`config.mk`:
```
export PLATFORM = sky130hd
export DESIGN_NAME = multicycle_arith_unit
export DESIGN_NICKNAME = d
export VERILOG_FILES = /design/src/rtl/arith_pkg.sv /design/src/rtl/iter_muldiv_core.sv /design/src/rtl/multicycle_arith_unit.sv
export SDC_FILE = /design/constraint.sdc
export NUM_CORES = 1
export LEC_CHECK = 0
export CAP_MARGIN = 20
export CORE_MARGIN = 5
export CORE_UTILIZATION = 58
export DETAILED_ROUTE_END_ITERATION = 16
export PLACE_DENSITY = 0.8
export SLEW_MARGIN = 20
export SYNTH_ARGS = -nofsm -noshare
export SYNTH_HDL_FRONTEND = slang
export SYNTH_SLANG_ARGS = --single-unit
```
`constraint.sdc`:
```
create_clock -name clk -period 5.9 [get_ports clk]
set_input_delay 1.475 -clock clk [delete_from_list [all_inputs] [get_ports clk]]
set_output_delay 1.475 -clock clk [all_outputs]
set_load 0.005 [all_outputs]
```
`src/rtl/arith_pkg.sv`:
```
// rtl/arith_pkg.sv - shared types for the multicycle arithmetic unit
package arith_pkg;

    typedef enum logic [2:0] {
        OP_ADD  = 3'b000,
        OP_SUB  = 3'b001,
        OP_MUL  = 3'b010,
        OP_MULH = 3'b011,
        OP_DIVU = 3'b100,
        OP_REMU = 3'b101,
        OP_ILL6 = 3'b110,
        OP_ILL7 = 3'b111
    } arith_op_e;

    typedef enum logic [1:0] {
        ST_IDLE = 2'b00,
        ST_MUL  = 2'b01,
        ST_DIV  = 2'b10,
        ST_DONE = 2'b11
    } arith_state_e;

    typedef struct packed {
        logic illegal;
        logic dz;
    } arith_flags_t;

    // Ops whose answer lives in the high half of the core (product high / remainder)
    function automatic logic op_uses_hi(input arith_op_e op);
        return (op == OP_MULH) || (op == OP_REMU);
    endfunction

endpackage

```
`src/rtl/iter_muldiv_core.sv`:
```
// rtl/iter_muldiv_core.sv - shared shift register and adder for 1-bit-per-cycle multiply and restoring divide
module iter_muldiv_core #(
    parameter int WIDTH = 32
) (
    input  logic             clk,
    input  logic             reset_n,
    input  logic             start,
    input  logic             is_div,
    input  logic [WIDTH-1:0] a,
    input  logic [WIDTH-1:0] b,
    output logic             done,
    output logic [WIDTH-1:0] hi,
    output logic [WIDTH-1:0] lo
);

    localparam int              CNT_W = $clog2(WIDTH) + 1;
    localparam logic [CNT_W-1:0] LAST = CNT_W'(WIDTH - 1);

    // hi_q: partial product high half / partial remainder
    // lo_q: multiplier shifting out / dividend shifting into quotient
    // m_q : multiplicand or divisor
    logic [WIDTH-1:0] hi_q;
    logic [WIDTH-1:0] lo_q;
    logic [WIDTH-1:0] m_q;
    logic             div_q;
    logic             run_q;
    logic [CNT_W-1:0] cnt_q;

    logic [WIDTH:0]   add_x;
    logic [WIDTH:0]   add_y;
    logic             add_cin;
    logic [WIDTH+1:0] add_sum;
    logic [WIDTH-1:0] hi_n;
    logic [WIDTH-1:0] lo_n;

    // One adder serves both modes: add for multiply, subtract-with-borrow-out for divide
    always_comb begin
        add_x   = {1'b0, hi_q};
        add_y   = {1'b0, m_q};
        add_cin = 1'b0;
        if (div_q) begin
            add_x   = {hi_q, lo_q[WIDTH-1]};
            add_y   = ~{1'b0, m_q};
            add_cin = 1'b1;
        end
        add_sum = {1'b0, add_x} + {1'b0, add_y} + {{(WIDTH + 1){1'b0}}, add_cin};
    end

    // Next iteration value; exposed on hi/lo so the top can capture on the final step edge
    always_comb begin
        hi_n = hi_q;
        lo_n = lo_q;
        if (div_q) begin
            if (add_sum[WIDTH+1]) begin
                hi_n = add_sum[WIDTH-1:0];
                lo_n = {lo_q[WIDTH-2:0], 1'b1};
            end else begin
                hi_n = add_x[WIDTH-1:0];
                lo_n = {lo_q[WIDTH-2:0], 1'b0};
            end
        end else begin
            if (lo_q[0]) begin
                {hi_n, lo_n} = {add_sum[WIDTH:0], lo_q[WIDTH-1:1]};
            end else begin
                {hi_n, lo_n} = {1'b0, hi_q, lo_q[WIDTH-1:1]};
            end
        end
    end

    assign done = run_q && (cnt_q == LAST);
    assign hi   = hi_n;
    assign lo   = lo_n;

    // Load on start, then step once per cycle until the last bit
    always_ff @(posedge clk or negedge reset_n) begin
        if (!reset_n) begin
            hi_q  <= '0;
            lo_q  <= '0;
            m_q   <= '0;
            div_q <= 1'b0;
            run_q <= 1'b0;
            cnt_q <= '0;
        end else if (start) begin
            hi_q  <= '0;
            lo_q  <= is_div ? a : b;
            m_q   <= is_div ? b : a;
            div_q <= is_div;
            run_q <= 1'b1;
            cnt_q <= '0;
        end else if (run_q) begin
            hi_q  <= hi_n;
            lo_q  <= lo_n;
            run_q <= !done;
            cnt_q <= done ? '0 : cnt_q + 1'b1;
        end
    end

endmodule

```
`src/rtl/multicycle_arith_unit.sv`:
```
// rtl/multicycle_arith_unit.sv - ADD/SUB/MUL/MULH/DIVU/REMU unit with valid/ready handshakes; optional ARITH_FLAGS_EN adds out_flags
module multicycle_arith_unit
    import arith_pkg::*;
#(
    parameter int WIDTH = 32,
    parameter int ID_W  = 4
) (
    input  logic             clk,
    input  logic             reset_n,
    input  logic             in_valid,
    output logic             in_ready,
    input  logic [2:0]       in_op,
    input  logic [WIDTH-1:0] in_a,
    input  logic [WIDTH-1:0] in_b,
    input  logic [ID_W-1:0]  in_id,
    output logic             out_valid,
    input  logic             out_ready,
    output logic [WIDTH-1:0] out_result,
    output logic [ID_W-1:0]  out_id,
    output logic             busy
`ifdef ARITH_FLAGS_EN
    ,
    output logic [1:0]       out_flags
`endif
);

    arith_state_e     state;
    arith_state_e     next_state;
    arith_op_e        op_in;
    arith_op_e        op_q;
    logic [ID_W-1:0]  id_q;

    logic             core_start;
    logic             core_is_div;
    logic             core_done;
    logic [WIDTH-1:0] core_hi;
    logic [WIDTH-1:0] core_lo;
    logic [WIDTH-1:0] iter_result;

    logic             quick_load;
    logic [WIDTH-1:0] quick_result;
`ifdef ARITH_FLAGS_EN
    arith_flags_t     quick_flags;
    arith_flags_t     flags_q;
`endif

    assign op_in = arith_op_e'(in_op);

    iter_muldiv_core #(
        .WIDTH (WIDTH)
    ) u_core (
        .clk     (clk),
        .reset_n (reset_n),
        .start   (core_start),
        .is_div  (core_is_div),
        .a       (in_a),
        .b       (in_b),
        .done    (core_done),
        .hi      (core_hi),
        .lo      (core_lo)
    );

    // State register
    always_ff @(posedge clk or negedge reset_n) begin
        if (!reset_n) begin
            state <= ST_IDLE;
        end else begin
            state <= next_state;
        end
    end

    // Next state, core launch and single-cycle results
    always_comb begin
        next_state   = state;
        core_start   = 1'b0;
        core_is_div  = 1'b0;
        quick_load   = 1'b0;
        quick_result = '0;
`ifdef ARITH_FLAGS_EN
        quick_flags  = '0;
`endif
        case (state)
            ST_IDLE: begin
                if (in_valid) begin
                    case (op_in)
                        OP_ADD: begin
                            quick_load   = 1'b1;
                            quick_result = in_a + in_b;
                            next_state   = ST_DONE;
                        end
                        OP_SUB: begin
                            quick_load   = 1'b1;
                            quick_result = in_a - in_b;
                            next_state   = ST_DONE;
                        end
                        OP_MUL, OP_MULH: begin
                            core_start = 1'b1;
                            next_state = ST_MUL;
                        end
                        OP_DIVU, OP_REMU: begin
                            if (in_b == '0) begin
                                // Divide by zero never enters the iterative path
                                quick_load   = 1'b1;
                                quick_result = (op_in == OP_DIVU) ? '1 : in_a;
`ifdef ARITH_FLAGS_EN
                                quick_flags.dz = 1'b1;
`endif
                                next_state   = ST_DONE;
                            end else begin
                                core_start  = 1'b1;
                                core_is_div = 1'b1;
                                next_state  = ST_DIV;
                            end
                        end
                        default: begin
                            quick_load = 1'b1;
`ifdef ARITH_FLAGS_EN
                            quick_flags.illegal = 1'b1;
`endif
                            next_state = ST_DONE;
                        end
                    endcase
                end
            end
            ST_MUL, ST_DIV: begin
                if (core_done) begin
                    next_state = ST_DONE;
                end
            end
            ST_DONE: begin
                if (out_ready) begin
                    next_state = ST_IDLE;
                end
            end
            default: next_state = ST_IDLE;
        endcase
    end

    assign iter_result = op_uses_hi(op_q) ? core_hi : core_lo;

    // Result registers only change when a result is produced, so they hold while out_valid is low
    always_ff @(posedge clk or negedge reset_n) begin
        if (!reset_n) begin
            out_result <= '0;
            out_id     <= '0;
            op_q       <= OP_ADD;
            id_q       <= '0;
`ifdef ARITH_FLAGS_EN
            flags_q    <= '0;
`endif
        end else if (quick_load) begin
            out_result <= quick_result;
            out_id     <= in_id;
`ifdef ARITH_FLAGS_EN
            flags_q    <= quick_flags;
`endif
        end else if (core_start) begin
            op_q <= op_in;
            id_q <= in_id;
        end else if (((state == ST_MUL) || (state == ST_DIV)) && core_done) begin
            out_result <= iter_result;
            out_id     <= id_q;
`ifdef ARITH_FLAGS_EN
            flags_q    <= '0;
`endif
        end
    end

    assign in_ready  = (state == ST_IDLE);
    assign out_valid = (state == ST_DONE);
    assign busy      = (state != ST_IDLE);
`ifdef ARITH_FLAGS_EN
    assign out_flags = flags_q;
`endif

endmodule
```
Word level (Yosys, flattened, before mapping)
Cells that the tools add are included.
{"block": "op_classes", "addsub": 5, "n_eq_ne": 15, "mux": 49, "bitwise": 2, "reduce_logical": 17}
{"cell": "$mux W32", "n": 19}
{"cell": "$pmux W32 S3", "n": 1}
{"cell": "$mux W33", "n": 2}
{"cell": "$add A33 B33 Y34", "n": 1}
{"cell": "$add A34 B1 Y34", "n": 1}
{"cell": "$not A32 Y33", "n": 1}
{"cell": "$add A32 B32 Y32", "n": 1}
{"cell": "$logic_not A32 Y1", "n": 1}
{"cell": "$sub A32 B32 Y32", "n": 1}
{"cell": "$mux W6", "n": 3}
{"cell": "$mux W1", "n": 14}
{"cell": "$mux W4", "n": 3}
{"cell": "$eq A3 B2 Y1 const B", "n": 3}
{"cell": "$eq A3 B3 Y1 const B", "n": 3}
{"cell": "$add A6 B1 Y6 const B", "n": 1}
{"cell": "$eq A6 B5 Y1 const B", "n": 1}
{"cell": "$mux W2", "n": 3}
{"cell": "$pmux W2 S3", "n": 1}
{"cell": "$reduce_bool A2 Y1", "n": 3}
{"cell": "$reduce_or A2 Y1", "n": 3}
{"cell": "$eq A2 B2 Y1 const B", "n": 2}
{"cell": "$ne A2 B1 Y1 const B", "n": 2}
{"cell": "$ne A2 B2 Y1 const B", "n": 2}
{"cell": "$pmux W1 S2", "n": 2}
{"cell": "other kinds (11)", "n": 14}
{"block": "word_totals", "register_bits": 149, "inputBits": 75, "word_cells": 99}

Logic depth before layout (Yosys ltp)
{"block": "logic_depth", "depth_word": 10, "depth_mapped": 20}

Cells and area by module
A second synthesis with hierarchy kept.
{"block": "unflattened", "hier_cells": 1729, "hier_area_um2": 14441.4}
{"module": "iter_muldiv_core", "n_inst": 1, "cells_each": 1066, "area_per_inst_um2": 9205.1}
{"module": "multicycle_arith_unit", "n_inst": 1, "cells_each": 663, "area_per_inst_um2": 5236.3}

Worst setup path after synthesis
OpenSTA, ideal clock, no wires.
{"block": "synth_timing", "path_type": "input-to-reg", "start": "in in_b[1]", "end": "reg out_result[31]", "setup_time_ns": 0.130, "t_arrival_ns": 5.251, "t_required_ns": 5.770, "slack_ns": 0.519, "stages": 18, "path_buffers": 1, "cell_sequence": "inv_1 > ha_1 > or4b_4 > nor3_2 > nand2_1 > o41ai_1 > xor2_1 > ha_1 > clkbuf_1 > a21o_1 > a21oi_1 > nor2b_1 > o41a_1 > o41ai_1 > o21ai_1 > a41oi_1 > mux2i_1 > nand3_1"}
{"block": "synth_via", "elab_chain_cells": 7, "elab_cells_between_ends": 19, "cone_classes": "2 x add/sub; 1 x eq/ne; 13 x mux; 3 x reduce/logical"}
{"element": "start: declaration", "line": "multicycle_arith_unit.sv:14", "source": "input logic [WIDTH-1:0] in_b,"}
{"element": "branches (longest 7 deep; another with $sub A32 B32 Y32)"}
{"element": "end signal: assignment", "line": "multicycle_arith_unit.sv:152", "source": "out_result <= quick_result;"}
{"element": "end signal: assignment", "line": "multicycle_arith_unit.sv:161", "source": "out_result <= iter_result;"}
{"element": "end: declaration", "line": "multicycle_arith_unit.sv:18", "source": "output logic [WIDTH-1:0] out_result,"}
Parallel ways; which one is timed is not known.
A chain may end at the register's enable or synchronous reset.

Worst setup path in the final report
{"block": "layout_timing", "start": "in in_b[1]", "end": "reg out_result[26]"}
Same word-level chain as after synthesis.

==> impl_metrics.xml <==
<?xml version="1.0" encoding="UTF-8"?>
<metrics>
  <group name="route">
    <metric name="residual_drc" unit="">0</metric>
    <metric name="avgViaCountPerCell" unit="">6.58</metric>
    <metric name="drtIter0Drc" unit="">1948</metric>
    <metric name="route.antenna.remaining_nets" unit="">0</metric>
    <metric name="wirelength" unit="um">47400</metric>
    <metric name="wl_per_cell" unit="um">21.8</metric>
    <metric name="dr_total_vias" unit="">14300</metric>
    <metric name="first_pass_iters" unit="">8</metric>
  </group>
  <group name="placed_design">
    <metric name="detailedPlacementHpwl" unit="um">35300</metric>
    <metric name="place_inst" unit="">2141</metric>
    <metric name="place_area" unit="um^2">15400</metric>
    <metric name="port_buffers" unit="">113</metric>
    <metric name="place_ws" unit="ps">-63.0</metric>
    <metric name="place_congestion" unit="">0.980</metric>
  </group>
  <group name="cts">
    <metric name="cts_post_setup_buffers_inserted" unit="">0</metric>
    <metric name="clockRootBuffer" unit="">clkbuf_16</metric>
    <metric name="cts_num_sinks" unit="">149</metric>
    <metric name="htree_num_levels" unit="">4</metric>
    <metric name="clk_transition_reported_paths" unit="ps">60</metric>
    <metric name="clk-insertion-delay-late" unit="ps">440</metric>
    <metric name="cts_buffers" unit="">17</metric>
    <metric name="cts_max_path_buffers" unit="">2</metric>
    <metric name="postCtsResizedCells" unit="">0</metric>
    <metric name="cts.hold.buffers_added" unit="">0</metric>
    <metric name="tritoncts" unit="">built</metric>
  </group>
  <group name="logic_synthesis">
    <metric name="synth_top_area_share" unit="%">27.0</metric>
    <metric name="dominant_combinational_cell_family_by_area_after_synthesis" unit="">compound AO/OA/AOI/OAI gates</metric>
    <metric name="yosysUniqueCellTypes" unit="">86</metric>
    <metric name="yosys.area_share.xor_xnor" unit="%">7.24</metric>
    <metric name="syn-mean-instance-area" unit="um^2">7.88</metric>
    <metric name="ys_dominant_reg_cell" unit="">dfrtp_1</metric>
    <metric name="postSynth.asyncResetShare" unit="%">100</metric>
    <metric name="muxShareOfSynthArea" unit="%">9.68</metric>
    <metric name="yosys.area_share.simple" unit="%">19.2</metric>
    <metric name="synth_area_leaders" unit="">dfrtp_1 (27%), ha_1 (6.3%), nand2_1 (6.0%)</metric>
    <metric name="number_of_instances_in_the_synthesized_netlist" unit="">1750</metric>
    <metric name="syn-num-nets" unit="">1896</metric>
    <metric name="post_synth_fa_ha_maj_area_fraction" unit="%">6.55</metric>
    <metric name="synth_compound_gate_area_share" unit="%">26.2</metric>
    <metric name="cell_accounting_for_the_most_synthesized_area" unit="">dfrtp_1</metric>
    <metric name="synth.ff_latch_count" unit="">149</metric>
    <metric name="syn-cell-area" unit="um^2">13800</metric>
    <metric name="synth_seq_area_share" unit="%">27.0</metric>
    <metric name="synth_enable_flop_cells" unit="">0</metric>
    <metric name="synth_warnings" unit="">0</metric>
  </group>
  <group name="timing">
    <metric name="max_slew.worst_pin.slew" unit="ps">1120</metric>
    <metric name="maxClockFrequency" unit="GHz">0.178</metric>
    <metric name="final_period_minus_worst_setup_slack" unit="ps">5620</metric>
    <metric name="period_share" unit="%">95.3</metric>
    <metric name="clock-skew-final" unit="ps">14.6</metric>
    <metric name="worst_slack" unit="ps">276</metric>
    <metric name="slew_violations" unit="">0</metric>
    <metric name="setup_viol_count_final" unit="">0</metric>
    <metric name="final_hold_viol_count" unit="">0</metric>
    <metric name="grt_setup_unrepaired" unit="">true</metric>
    <metric name="timing.slew.headroom" unit="%">24.9</metric>
    <metric name="tns" unit="ps">0</metric>
  </group>
  <group name="floorplanning">
    <metric name="initial_core_util" unit="%">58.8</metric>
    <metric name="dieArea" unit="um^2">27000</metric>
    <metric name="core.rowCount" unit="">56</metric>
    <metric name="floorplan.die.width" unit="um">164</metric>
    <metric name="core_region_area" unit="um^2">23500</metric>
    <metric name="io_pins" unit="">114</metric>
    <metric name="floorplan.die.height" unit="um">164</metric>
  </group>
  <group name="worst_setup_path">
    <metric name="critical-path-slowest-cell" unit="">or4b_4</metric>
    <metric name="crit_chain" unit="">clkdlybuf4s50_1 -&gt; inv_1 -&gt; ha_1 -&gt; or4b_4 -&gt; nor3_2 -&gt; nand2_1 -&gt; nor3_1 -&gt; nor2_1 -&gt; xnor2_1 -&gt; ha_1 -&gt; a21oi_1 -&gt; nand2_1 -&gt; or3_1 -&gt; a31o_2 -&gt; a211oi_1 -&gt; o21ai_1 -&gt; a31oi_1 -&gt; xnor2_1 -&gt; o21ai_0 -&gt; o22a_1</metric>
    <metric name="worst_r2r_startpoint" unit="">u_core.div_q</metric>
    <metric name="regToRegSetupSlack" unit="ps">920</metric>
    <metric name="worst-path-buf-inv" unit="">2</metric>
    <metric name="critical_path.max_stage_delay" unit="ps">480</metric>
    <metric name="setup.worst_path.start_class" unit="">input pin</metric>
    <metric name="critical_path_required" unit="ps">6210</metric>
    <metric name="worstRegToRegCells" unit="">13</metric>
    <metric name="worstReg2RegEnd" unit="">out_result[31]</metric>
    <metric name="criticalPathCategory" unit="">input pin to flip-flop</metric>
    <metric name="worstPathMaxFanout" unit="">4</metric>
    <metric name="timing.critical_path.to_type" unit="">flip-flop</metric>
    <metric name="critPathArrivalTime" unit="ps">5940</metric>
    <metric name="critPathTopFamily" unit="">simple AND/OR/NAND/NOR gates</metric>
  </group>
  <group name="hold_path">
    <metric name="worstHoldEndpoint" unit="">id_q[0]</metric>
    <metric name="hold_path_startpoint" unit="">id_q[0]</metric>
    <metric name="hold_path_depth" unit="">1</metric>
    <metric name="worst_hold_path_type" unit="">flip-flop to flip-flop</metric>
  </group>
  <group name="layout">
    <metric name="layout-drive-gt1-share" unit="%">10.0</metric>
    <metric name="layout.cell_area.non_filler" unit="um^2">16000</metric>
    <metric name="insertedDiodeCount" unit="">0</metric>
    <metric name="ff_latch_area" unit="um^2">3740</metric>
    <metric name="finalNonFillerCells" unit="">2173</metric>
    <metric name="layout_area_overhead" unit="%">16.0</metric>
    <metric name="final.fill_count" unit="">1960</metric>
    <metric name="multi_input_area" unit="um^2">9520</metric>
    <metric name="layout.nets" unit="">1987</metric>
  </group>
  <group name="global_route">
    <metric name="grtUsageTotal" unit="%">35.1</metric>
    <metric name="grt_start_max_net_pins" unit="">126</metric>
    <metric name="grt_first_pass_wirelength" unit="um">74500</metric>
    <metric name="first_global_vias" unit="">13400</metric>
    <metric name="grt_antenna_before_repair" unit="">0</metric>
    <metric name="globalRoute.totalOverflow" unit="">0</metric>
  </group>
  <group name="status">
    <metric name="outcome" unit="">completed</metric>
  </group>
  <group name="job">
    <metric name="max_cap_violations" unit="">0</metric>
  </group>
</metrics>
==> metal layers <==
metal	global-route usage, %	wire length [um]
met2	50.9	19900
met4	10.2	1290
met1	52.4	20400
met5	0	0
met3	7.63	5820
==> logic make-up after synthesis <==
logic type | after synthesis
AOI/OAI and AO/OA | 569
buffers and inverters | 144
DFF | 149
and+or+nand+nor | 578
xor gates and xnor gates | 114
muxes | 125
adders and majority gates | 71
==> Yosys cell counts, drive strengths merged, types with 25 or more instances <==
cell type    n
nand2      221
nor2       197
o21ai      160
a21oi      150
dfrtp      149
clkbuf      82
mux2i       75
ha          69
xor2        65
xnor2       49
a31oi       48
mux2        48
a211oi      38
o211ai      37
inv         35
a21o        31
nor3        29
buf         26
nand3       25
nor2b       25
==> sequential cells by signal, summed over array words and instances, names as in the netlist <==
register / cells
out_result: 32
u_core.hi_q: 32
u_core.lo_q: 32
u_core.m_q: 32
u_core.cnt_q: 6
id_q: 4
out_id: 4
op_q: 3
state: 2
u_core.div_q: 1
u_core.run_q: 1
==> area by class of cell <==
cell class                      count  share of cell area [%]
Sequential cell                   149                    23.4
Clock buffer                       20                    2.73
Timing Repair Buffer              180                    10.3
Clock inverter                     12                   0.805
Multi-Input combinational cell   1457                    59.5
Tap cell                          319                    2.49
Inverter                           36                   0.844
==> per-stage QoR <==
stage / hold WS (ps) / utilization, %
2_1_floorplan: 469 / -
3_3_place_gp: 485 / 65.8
3_5_place_dp: 491 / 65.8
4_1_cts: 506 / 68.2
5_1_grt: 528 / 68.2
6_report: 506 / 68.2
==> worst max path at each step <==
stage                                end    start  slack, ps  cells past startpoint
after CTS                 out_result[26]  in_b[1]        350                     20
final                     out_result[26]  in_b[1]        280                     20
after global routing      out_result[31]  in_b[1]        -10                     18
after global placement    out_result[31]  in_b[1]        -20                     18
after detailed placement  out_result[31]  in_b[2]        -60                     19
after floorplan           out_result[31]  in_b[1]        520                     18
==> cell usage in the layout, fill, tap and decap left out, types with 5 or more instances in the layout <==
cell             netlist  routed
nand4_1                9       9
o221ai_1              19      19
xor2_1                65      65
clkbuf_16              0      17
nor3_1                26      25
nor2_1               196     195
or3_1                  9       9
and2_1                 6       6
o21a_1                12      12
o211ai_1              37      37
o21ai_0              145     145
mux2_2                48      48
o41ai_1                5       5
and3_1                10      10
dfrtp_1              149     146
nand2_1              219     219
mux2i_1               75      75
nor4_1                 6       6
nand3_1               24      24
inv_1                 34      34
buf_4                  5      66
nand2b_1              12      12
xnor2_1               49      49
nor3b_1                6       6
ha_1                  69      69
nor2b_1               25      25
a211oi_1              38      38
a21oi_1              148     148
o31ai_1                9       9
a21o_1                31      31
o21ai_1               13      13
clkdlybuf4s50_1        0     112
a31oi_1               47      47
o21bai_1               6       6
==> worst reg2reg max path, cell delays in order (launching register included) <==
cell and delay [ps]:
dfrtp_4 950, buf_4 510, xor2_1 270, ha_1 340, a21oi_1 270, o21ai_0 170
a221oi_1 280, o21ai_1 230, a31oi_4 280, o21a_1 620, nor4_1 160, o31ai_1 450
o2bb2ai_1 220, nand3_1 100
Power is left out: the tool's default activity adds up to more than one toggle a clock period on the data nets, which glitch-free logic cannot reach.
